$ cat src/rtl/nibble_serial_adder_if.sv
// +----------------------------------------------------------------------+
// | nibble_serial_adder_if                                               |
// | Operand/result handshake bundle for nibble_serial_adder.             |
// | Optional ovf signal present when NSA_OVERFLOW_EN is defined.         |
// | Revision: 1.0                                                        |
// +----------------------------------------------------------------------+
`default_nettype none

interface nibble_serial_adder_if #(
  parameter int WIDTH = 16
);
  logic             in_valid;
  logic             in_ready;
  logic [WIDTH-1:0] a;
  logic [WIDTH-1:0] b;
  logic             cin;
  logic             out_valid;
  logic             out_ready;
  logic [WIDTH-1:0] sum;
  logic             cout;
  logic             busy;
`ifdef NSA_OVERFLOW_EN
  logic             ovf;
`endif

  modport master (
    output in_valid, a, b, cin, out_ready,
    input  in_ready, out_valid, sum, cout,
`ifdef NSA_OVERFLOW_EN
    input  ovf,
`endif
    input  busy
  );

  modport slave (
    input  in_valid, a, b, cin, out_ready,
    output in_ready, out_valid, sum, cout,
`ifdef NSA_OVERFLOW_EN
    output ovf,
`endif
    output busy
  );
endinterface

`default_nettype wire

$ cat src/rtl/nibble_serial_adder.sv
// +----------------------------------------------------------------------+
// | nibble_serial_adder                                                  |
// | Multi-cycle adder: one 4-bit carry-select slice per ADD cycle.       |
// | Optional two's-complement overflow output: define NSA_OVERFLOW_EN.   |
// | WIDTH must be a multiple of 4 and at least 8.                        |
// | Revision: 1.0                                                        |
// +----------------------------------------------------------------------+
`default_nettype none

module nibble_serial_adder #(
  parameter int WIDTH = 16
) (
  input  logic                  clk,
  input  logic                  rst,
  nibble_serial_adder_if.slave  bus
);

  localparam int NIB = WIDTH / 4;
  localparam int IW  = (NIB > 1) ? $clog2(NIB) : 1;
  localparam logic [IW-1:0] LAST_IDX = IW'(NIB - 1);

  typedef enum logic [1:0] {
    IDLE = 2'd0,
    ADD  = 2'd1,
    DONE = 2'd2
  } state_e;

  state_e           state_q, state_d;
  logic [WIDTH-1:0] a_q, a_d;
  logic [WIDTH-1:0] b_q, b_d;
  logic [WIDTH-1:0] sum_q, sum_d;
  logic [IW-1:0]    idx_q, idx_d;
  logic             carry_q, carry_d;
  logic             cout_q, cout_d;
`ifdef NSA_OVERFLOW_EN
  logic             ovf_q, ovf_d;
`endif

  logic [3:0] a_nib, b_nib, s_nib;
  logic [4:0] s0, s1;
  logic       c_sel;

  // Both slice sums are formed up front; the registered carry only picks one.
  always_comb begin
    a_nib          = a_q[{idx_q, 2'b00} +: 4];
    b_nib          = b_q[{idx_q, 2'b00} +: 4];
    s0             = {1'b0, a_nib} + {1'b0, b_nib};
    s1             = s0 + 5'd1;
    {c_sel, s_nib} = carry_q ? s1 : s0;
  end

  always_comb begin
    state_d = state_q;
    a_d     = a_q;
    b_d     = b_q;
    sum_d   = sum_q;
    idx_d   = idx_q;
    carry_d = carry_q;
    cout_d  = cout_q;
`ifdef NSA_OVERFLOW_EN
    ovf_d   = ovf_q;
`endif
    case (state_q)
      IDLE: begin
        if (bus.in_valid) begin
          a_d     = bus.a;
          b_d     = bus.b;
          carry_d = bus.cin;
          idx_d   = '0;
          sum_d   = '0;
          state_d = ADD;
        end
      end
      ADD: begin
        sum_d[{idx_q, 2'b00} +: 4] = s_nib;
        carry_d                    = c_sel;
        idx_d                      = idx_q + IW'(1);
        if (idx_q == LAST_IDX) begin
          cout_d  = c_sel;
`ifdef NSA_OVERFLOW_EN
          // Carry into the MSB is recovered from the MSB's own sum bit.
          ovf_d   = c_sel ^ (a_nib[3] ^ b_nib[3] ^ s_nib[3]);
`endif
          state_d = DONE;
        end
      end
      DONE: begin
        if (bus.out_ready) begin
          state_d = IDLE;
        end
      end
      default: state_d = IDLE;
    endcase
  end

  always_ff @(posedge clk or posedge rst) begin
    if (rst) begin
      state_q <= IDLE;
      a_q     <= '0;
      b_q     <= '0;
      sum_q   <= '0;
      idx_q   <= '0;
      carry_q <= 1'b0;
      cout_q  <= 1'b0;
`ifdef NSA_OVERFLOW_EN
      ovf_q   <= 1'b0;
`endif
    end else begin
      state_q <= state_d;
      a_q     <= a_d;
      b_q     <= b_d;
      sum_q   <= sum_d;
      idx_q   <= idx_d;
      carry_q <= carry_d;
      cout_q  <= cout_d;
`ifdef NSA_OVERFLOW_EN
      ovf_q   <= ovf_d;
`endif
    end
  end

  assign bus.in_ready  = (state_q == IDLE);
  assign bus.out_valid = (state_q == DONE);
  assign bus.busy      = (state_q == ADD);
  assign bus.sum       = sum_q;
  assign bus.cout      = cout_q;
`ifdef NSA_OVERFLOW_EN
  assign bus.ovf       = ovf_q;
`endif

endmodule

`default_nettype wire

$ cat src/flat_wrapper.sv
// flat-port wrapper written by rule: the top's interface ports become plain ports
module nibble_serial_adder_flat 
#(
  parameter int WIDTH = 16
)
  (clk, rst, bus_in_valid, bus_a, bus_b, bus_cin, bus_out_ready, bus_in_ready, bus_out_valid, bus_sum, bus_cout, bus_busy);
  nibble_serial_adder_if #(.WIDTH(WIDTH)) bus_i ();
  input  logic clk;
  input  logic rst;
  input wire logic [$bits(bus_i.in_valid)-1:0] bus_in_valid;
  input wire logic [$bits(bus_i.a)-1:0] bus_a;
  input wire logic [$bits(bus_i.b)-1:0] bus_b;
  input wire logic [$bits(bus_i.cin)-1:0] bus_cin;
  input wire logic [$bits(bus_i.out_ready)-1:0] bus_out_ready;
  output wire logic [$bits(bus_i.in_ready)-1:0] bus_in_ready;
  output wire logic [$bits(bus_i.out_valid)-1:0] bus_out_valid;
  output wire logic [$bits(bus_i.sum)-1:0] bus_sum;
  output wire logic [$bits(bus_i.cout)-1:0] bus_cout;
  output wire logic [$bits(bus_i.busy)-1:0] bus_busy;
  assign bus_i.in_valid = bus_in_valid;
  assign bus_i.a = bus_a;
  assign bus_i.b = bus_b;
  assign bus_i.cin = bus_cin;
  assign bus_i.out_ready = bus_out_ready;
  assign bus_in_ready = bus_i.in_ready;
  assign bus_out_valid = bus_i.out_valid;
  assign bus_sum = bus_i.sum;
  assign bus_cout = bus_i.cout;
  assign bus_busy = bus_i.busy;
  nibble_serial_adder #(.WIDTH(WIDTH)) u_core (.clk(clk), .rst(rst), .bus(bus_i));
endmodule
$ cat config.mk
export PLATFORM = sky130hd
export DESIGN_NAME = nibble_serial_adder_flat
export DESIGN_NICKNAME = d
export VERILOG_FILES = /design/src/rtl/nibble_serial_adder_if.sv /design/src/rtl/nibble_serial_adder.sv /design/src/flat_wrapper.sv
export SDC_FILE = /design/constraint.sdc
export NUM_CORES = 1
export LEC_CHECK = 0
export BUFFER_PORTS_ARGS = -buffer_cell sky130_fd_sc_hd__buf_4
export CAP_MARGIN = 30
export CORE_ASPECT_RATIO = 1.1
export CORE_UTILIZATION = 50
export CTS_CLUSTER_DIAMETER = 100
export DETAILED_ROUTE_END_ITERATION = 6
export PLACE_DENSITY = 0.79
export SETUP_SLACK_MARGIN = 0.05
export SLEW_MARGIN = 10
export SYNTH_ARGS = -nofsm -noshare
export SYNTH_HDL_FRONTEND = slang
export SYNTH_SLANG_ARGS = --single-unit
$ cat constraint.sdc
create_clock -name clk -period 6.15 [get_ports clk]
set_input_delay 0.615 -clock clk [delete_from_list [all_inputs] [get_ports clk]]
set_output_delay 0.615 -clock clk [all_outputs]
set_load 0.02 [all_outputs]
**Word-level counts from Yosys, hierarchy flattened**

Index checks and enable logic that the tools add are counted.

- Flip-flop bits (word level): 54
- Input port bits: 37
- Output and inout port bits: 20
- Word-level logic and storage cells: 39

- Add/sub/neg operators: 4
- Equality and inequality tests: 6
- Shift-type cells: 4
- Mux-type cells: 12
- Reduce and logical (&&, ||, !) cells: 6

Operators with widths:

| kind | count |
|---|---|
| one-hot mux 16 bit (2 select lines) | 1 |
| variable part select 16 x 5 -> 4 bit | 2 |
| bitwise mux 16 bit | 1 |
| 2-to-1 mux 16 bit | 1 |
| variable shift 4 x 6 -> 16 bit, first input constant | 1 |
| variable part select 4 x 6 -> 16 bit | 1 |
| 2-to-1 mux 2 bit | 4 |
| negator 4 -> 6 bit | 1 |
| one-hot mux 2 bit (3 select lines) | 1 |
| AND reduction 2 bit | 3 |
| adder 4 x 4 -> 5 bit | 1 |
| adder 5 x 1 -> 5 bit, second input constant | 1 |
| 2-to-1 mux 5 bit | 1 |
| == test 2 bit, second input constant | 2 |
| inequality test 2 bit, second input constant | 2 |
| one-hot mux 2 bit (2 select lines) | 1 |
| AND reduction 3 bit | 1 |
| adder 2 x 1 -> 2 bit, second input constant | 1 |
| == test 2 x 1 -> 1 bit, second input constant | 1 |
| logical NOT 2 bit | 1 |
| inequality test 2 x 1 -> 1 bit, second input constant | 1 |
| one-hot mux 1 bit (2 select lines) | 1 |
| nonzero test 2 bit | 1 |
| 2-to-1 mux 1 bit | 1 |

**Longest topological paths before layout**

Gate-level depths: netlist of the first run.

- Depth in word-level cells: 7
- Mapped depth: 9

**Worst setup path before layout of the first run**

OpenSTA, ideal clock, no wires.

- Kind: register to register
- Start: reg u_core.idx_q[0]
- End: reg u_core.cout_q (netlist: u_core.bus.cout)
- Setup time: 0.104 ns
- Arrival time: 2.852 ns
- Required time: 6.046 ns
- Slack: 3.195 ns
- Stages on the path, launching flop included: 10
- Path buffers: 1
- Clock period less this slack: 2.955 ns
- Cell sequence: dfrtp_1 > buf_2 > mux4_2 > ha_1 > fa_1 > ha_1 > nand2_1 > a311oi_1 > a21oi_1 > o41ai_2

- Word-level cells in the longest chain between the ends: 4
- Elaborated cells between the ends (all ways): 7
- Classes of those cells: add/sub (2); eq/ne (1); shift (2); mux (1); reduce/logical (1)

RTL lines:

| what | line | RTL |
|---|---|---|
| from (decl) | nibble_serial_adder.sv:32 | `logic [IW-1:0] idx_q, idx_d;` |
| from (signal assigned) | nibble_serial_adder.sv:113 | `idx_q <= idx_d;` |
| variable part select 16 x 5 -> 4 bit (on tied branches) | nibble_serial_adder.sv:45, nibble_serial_adder.sv:46 |  |
| adder 4 x 4 -> 5 bit | nibble_serial_adder.sv:47 | `s0 = {1'b0, a_nib} + {1'b0, b_nib};` |
| adder 5 x 1 -> 5 bit | nibble_serial_adder.sv:48 | `s1 = s0 + 5'd1;` |
| 2-to-1 mux 5 bit | nibble_serial_adder.sv:49 | `{c_sel, s_nib} = carry_q ? s1 : s0;` |
| to (signal assigned) | nibble_serial_adder.sv:115 | `cout_q <= cout_d;` |
| to (decl) | nibble_serial_adder.sv:34 | `logic cout_q, cout_d;` |

Parallel ways exist; a longest one is shown, timed or not.
A chain may end at the register's enable or synchronous reset.

**Final worst setup path of the first run**

Same ends and word-level chain as after synthesis.

==> results.md, run 1 <==
- Drt pass-1 iters: 4
- Clock Pin Slew Worst Setup and Hold Paths: 90 ps
- Initial Util: 52.3%
- Slew @ Worst Pin: 740 ps
- Half-perimeter wire length after placement: 3910 um
- Synth top area share: 51.0%
- Fmax: 301 MHz
- Syn Inst Count: 198
- Startpoint Class: flip-flop
- Synthesis-to-finish area growth: 21.4%
- Setup CP Type: flip-flop to flip-flop
- Avg WL per Cell: 16.7 um
- Die Height: 78.4 um
- Total grt overflow: 0
- Final Routed Wirelength: 5220 um
- Clock tree from TritonCTS: built
- Ranking of synthesized cells by area: dfrtp_1, mux2_2, mux4_2
- Max-cap violation count: 0
- Post-synth EDFFs: 0
- Area of the mapped netlist: 2650 um2
- H-tree Lvls: 2
- Hold slack: 274 ps
- Diodes inserted: 0
- Iteration-0 DRC Markers: 78
- Initial antenna violation count: 0
- Vias in the first global route: 1,810
- Post-route DRC: 0
- Period utilization: 54.0%
- Final setup vio count: 0
- Root Driver: clkbuf_8
- Yosys cell types: 42
- Setup_tns: 0 ps
- RSZ-0062 raised after global routing: false
- Final nets: 301
- WP data arrival: 3530 ps
- Final WS setup: 2830 ps
- Post-route antenna net violation count: 0
- Total CTS buffers: 5
- CTS max path bufs: 2
- Status: complete, no violations
- Synth Flop Type: dfrtp_1
- Clock Skew: 5.88 ps
- Sequential fraction of the synthesis area: 51.0%
- Place WS: 2870 ps
- Routability cong.: 0.767
- Clock Sinks: 54
- Max Fanout on Critical Path: 15
- Vias: 1,791
- Post-synth top cells: dfrtp_1, mux2_2, a22o_1
- Largest net degree at the start of global routing: 39
- IO Port Bufs: 56
- Post-synth top area cell: dfrtp_1
- Cts hold-fix bufs: 0
- Die Area: 5600 um2
- Core area: 5070 um2
- Num rows: 27
- Kind of end point of the critical path: flip-flop
- Slew HR: 50.6%
- Top-count cell post-synth: dfrtp_1
- Global-route wire length before repair: 8810 um
- Tmin final: 3320 ps
- Num ports: 57
- Async SR Flop Fraction: 100%
- Worst r2r path cells: 8
- Avg Inst Size Synth: 13.4 um2
- Final hold violations: 0
- Hold/Removal Path Class: input port to async pin
- Vias/cell: 5.72
- Clock Latency Late Sink: 300 ps
- Synth warnings: 0
- PostCTS Resize Cnt: 0
- Post-synth net total: 245
- Chip Width: 71.4 um
- Share of cells above drive strength 1: 42.0%
- Post-CTS setup buffer count: 0
- Max-slew violation count: 0
- Worst endpoint required time: 6360 ps
- Total GRT Usage: 20.9%
- #FFs+latches synth: 54
[state kept, by name, indices dropped and copies added (netlist names)]
register         flops
u_core.bus.cout      1
u_core.idx_q         2
u_core.b_q          16
u_core.a_q          16
u_core.carry_q       1
u_core.bus.sum      16
u_core.state_q       2
[cells by family (layout without fill, tap and decap cells)]
logic type                 Yosys count  in the layout  share of synthesized area [%]
xor gates and xnor gates             3              3                          0.991
muxes                               41             41                           20.8
buffers and inverters               19             76                           3.63
DFF                                 54             54                           51.0
and+or+nand+nor                     31             31                           6.94
adders and majority gates           10             10                           5.00
AOI/OAI and AO/OA                   40             40                           11.7
[through the flow]
step                      util, %  instances  cell area (um2)
final                        63.5        313             3220
after CTS                    63.5        313             3220
after global placement       61.0        304             3090
after detailed placement     61.4        305             3110
after floorplan                 -        198             2650
after global routing         63.5        313             3220
[worst max-delay path, cell delays in order (launching register included)]
cell	delay (ps)
dfrtp_1	830
mux4_2	600
ha_1	260
fa_1	580
ha_1	180
nand2_1	80
a311oi_1	270
a21oi_1	150
o41ai_2	270
[layout by cell type, fill, tap and decap left out, drive strengths merged, types with 2 or more instances in the layout]
cell type,netlist,final
nand2,9,9
and3,2,2
buf,6,58
inv,10,10
nor4,2,2
nor2,3,3
dfrtp,54,54
o21ai,5,5
a21oi,4,4
mux4,8,8
nand3,2,2
mux2,32,32
a21o,7,7
a211o,2,2
clkbuf,3,7
a22o,15,15
a211oi,2,2
nand2b,4,4
ha,9,9
nand4,2,2
xor2,2,2
[path summary, 6_finish.rpt]
path                            slack [ps]                 to             from
worst max register to register        2830    u_core.bus.cout  u_core.idx_q[0]
worst min-delay path                   270  u_core.bus.sum[8]              rst
worst min register to register         500      u_core.b_q[0]    u_core.b_q[0]
worst max-delay path                  2830    u_core.bus.cout  u_core.idx_q[0]
max in group asynchronous             5350  u_core.state_q[0]              rst
min in group clk                       500      u_core.b_q[0]    u_core.b_q[0]
[area by class of cell]
type	instances	area (um2)
tap	58	72.6
timing repair buffer	58	448
clock inverter	1	30.0
sequential	54	1350
clock buffer	7	76.3
inverter	10	37.5
multi-input combinational	125	1200
fill	427	1850
[metal layers]
layer  global-route usage (%)  part of all wire (%)  vias up
li1                         -                     -      844
met1                     27.7                    45      880
met2                     34.3                    49       57
met3                     4.24                   4.2       10
met4                     7.40                   1.7        0
met5                        0                     0        -
Power of run 1 is left out: the tool's default activity adds up to more than one toggle a clock period on the data nets, which glitch-free logic cannot reach.
==> inputs of run 2 (changes only) <==
Clock period 6.15 ns to 3.1 ns, I/O delays scaled along.
==> results.md, run 2 (synthesis gave the netlist of run 1 again) <==
- Total CTS buffers: 5 (unchanged)
- Chip Width: 71.4 um (unchanged)
- Clock Latency Late Sink: 300 ps (about the same)
- Reg-to-Reg Start: u_core.idx_q[0]
- Final hold violations: 18 (+18)
- Final setup vio count: 0 (unchanged)
- WP data arrival: 3070 ps (-460 ps)
- Most common cell after layout, fill and taps aside: buf_4
- Crit-path slowest cell: fa_1
- RSZ-0062 raised after global routing: false
- Status: finished with violations
- Root Driver: clkbuf_8
- Avg WL per Cell: 16.7 um (+0.14%)
- IO Port Bufs: 56 (unchanged)
- Total grt overflow: 0 (unchanged)
- Total GRT Usage: 20.5% (-0.45 points)
- Clock Pin Slew Worst Setup and Hold Paths: 90 ps (about the same)
- H-tree Lvls: 2 (unchanged)
- Post-route DRC: 0 (unchanged)
- Crit-path cells: buf_4 -> mux4_2 -> fa_1 -> ha_1 -> nand2_1 -> a311oi_1 -> a21oi_1 -> o41ai_2
- Largest net degree at the start of global routing: 37 (-5.1%)
- Most frequent cells in the layout: buf_4, dfrtp_1, mux2_2
- Iteration-0 DRC Markers: 71 (-9.0%)
- Diodes inserted: 0 (unchanged)
- Worst r2r path cells: 8 (unchanged)
- Die Area: 5600 um2 (unchanged)
- Max-slew violation count: 0 (unchanged)
- Failing checks: negative hold slack
- Clock tree from TritonCTS: built
- Tmin final: 2870 ps (-454 ps)
- Clock Skew: 6.14 ps (+0.266 ps)
- Drt pass-1 iters: 4 (unchanged)
- Multi-input logic area: 1210 um2 (+0.62%)
- Die Height: 78.4 um (unchanged)
- Slew HR: 68.1% (+17 points)
- Synthesis-to-finish area growth: 22.5%
- Max-cap violation count: 0 (unchanged)
- Final Routed Wirelength: 5300 um (+1.4%)
- Delay of the slowest cell on the worst path: 620 ps (-210 ps)
- Period utilization: 92.5% (+38 points)
- DP Cell Count: 307 (+0.66%)
- Worst endpoint required time: 3310 ps (-3050 ps)
- Routability cong.: 0.887 (+16%)
- Final nets: 305 (+1.3%)
- Cts hold-fix bufs: 0 (unchanged)
- Vias in the first global route: 1,901 (+5.0%)
- Max Fanout on Critical Path: 10 (-5)
- Register area: 1350 um2 (about the same)
- Critical Path End: u_core.bus.cout
- Share of cells above drive strength 1: 44.0% (+2.1 points)
- CTS max path bufs: 2 (unchanged)
- Setup_tns: 0 ps (unchanged)
- Initial antenna violation count: 0 (unchanged)
- Hold/Removal Path Class: input port to async pin
- Filler cell count: 404 (-5.4%)
- Vias/cell: 5.76 (+0.67%)
- Core area: 5070 um2 (unchanged)
- Vias: 1,826 (+2.0%)
- Clock Sinks: 54 (unchanged)
- Initial Util: 52.3% (unchanged)
- Finished Layout Cells: 317 (+1.3%)
- Setup CP Type: flip-flop to flip-flop
- Kind of end point of the critical path: flip-flop
- Half-perimeter wire length after placement: 4080 um (+4.3%)
- Fmax: 349 MHz (+16%)
- FF-to-FF setup slack: 230 ps (-2600 ps)
- Global-route wire length before repair: 8740 um (-0.78%)
- Slew @ Worst Pin: 475 ps (-266 ps)
- FF-to-FF End: u_core.bus.cout
- Hold slack: -11.8 ps (-286 ps)
- Startpoint Class: flip-flop
- Post-route antenna net violation count: 0 (unchanged)
- Num rows: 27 (unchanged)
- Crit path from: u_core.idx_q[0]
- Num ports: 57 (unchanged)
-- run 2: through the flow --
step	worst slack, ps	util (%)	instance area, um2	hold WS, ps
final	233	64.1	3250	-11.8
after floorplan	145	-	2650	445
after global placement	167	61.3	3110	464
after detailed placement	95.6	61.7	3130	332
after CTS	80.1	63.6	3220	2.56
after global routing	43.1	64.1	3250	11.3
-- run 2: worst min-delay path by stage --
stage | startpoint | endpoint | slack, ps | cells after the start
5_1_grt | rst | u_core.bus.sum[8] | 10 | 2
3_3_place_gp | u_core.a_q[13] | u_core.a_q[13] | 460 | 1
4_1_cts | rst | u_core.bus.sum[11] | 3 | 2
2_1_floorplan | bus_a[13] | u_core.a_q[13] | 440 | 1
3_5_place_dp | rst | u_core.bus.sum[11] | 330 | 2
6_report | rst | u_core.bus.sum[8] | -10 | 2
-- run 2: timing repair --
action                                  in CTS  in global routing
setup buffers                                0                  2
endpoints found under the setup margin       0                 10
gates resized for setup                      0                  2
-- run 2: cell type report --
class | instances | area share (%)
flip-flops and latches | 54 | 41.7
multi-input cells | 125 | 37.3
repair buffers | 62 | 14.7
clock buffers | 7 | 2.66
well taps | 58 | 2.24
inverters | 10 | 1.16
clock inverters | 1 | 0.270
-- run 2: layer usage --
metal	up-vias	share of wire, %	track usage [%]
li1	854	-	-
met1	899	42	24.7
met2	60	51	35.8
met3	13	4.5	3.85
met4	0	2.3	8.20
met5	-	0	0
-- run 2: worst max-delay path, delay by kind of cell (launching register included) --
family | cells | cell delay (ps)
fa+ha+maj | 2 | 790
compound gates | 3 | 670
mux | 1 | 550
flops | 1 | 460
buf+inv | 1 | 220
simple gates | 1 | 80
Power of run 2 is left out for the same reason.
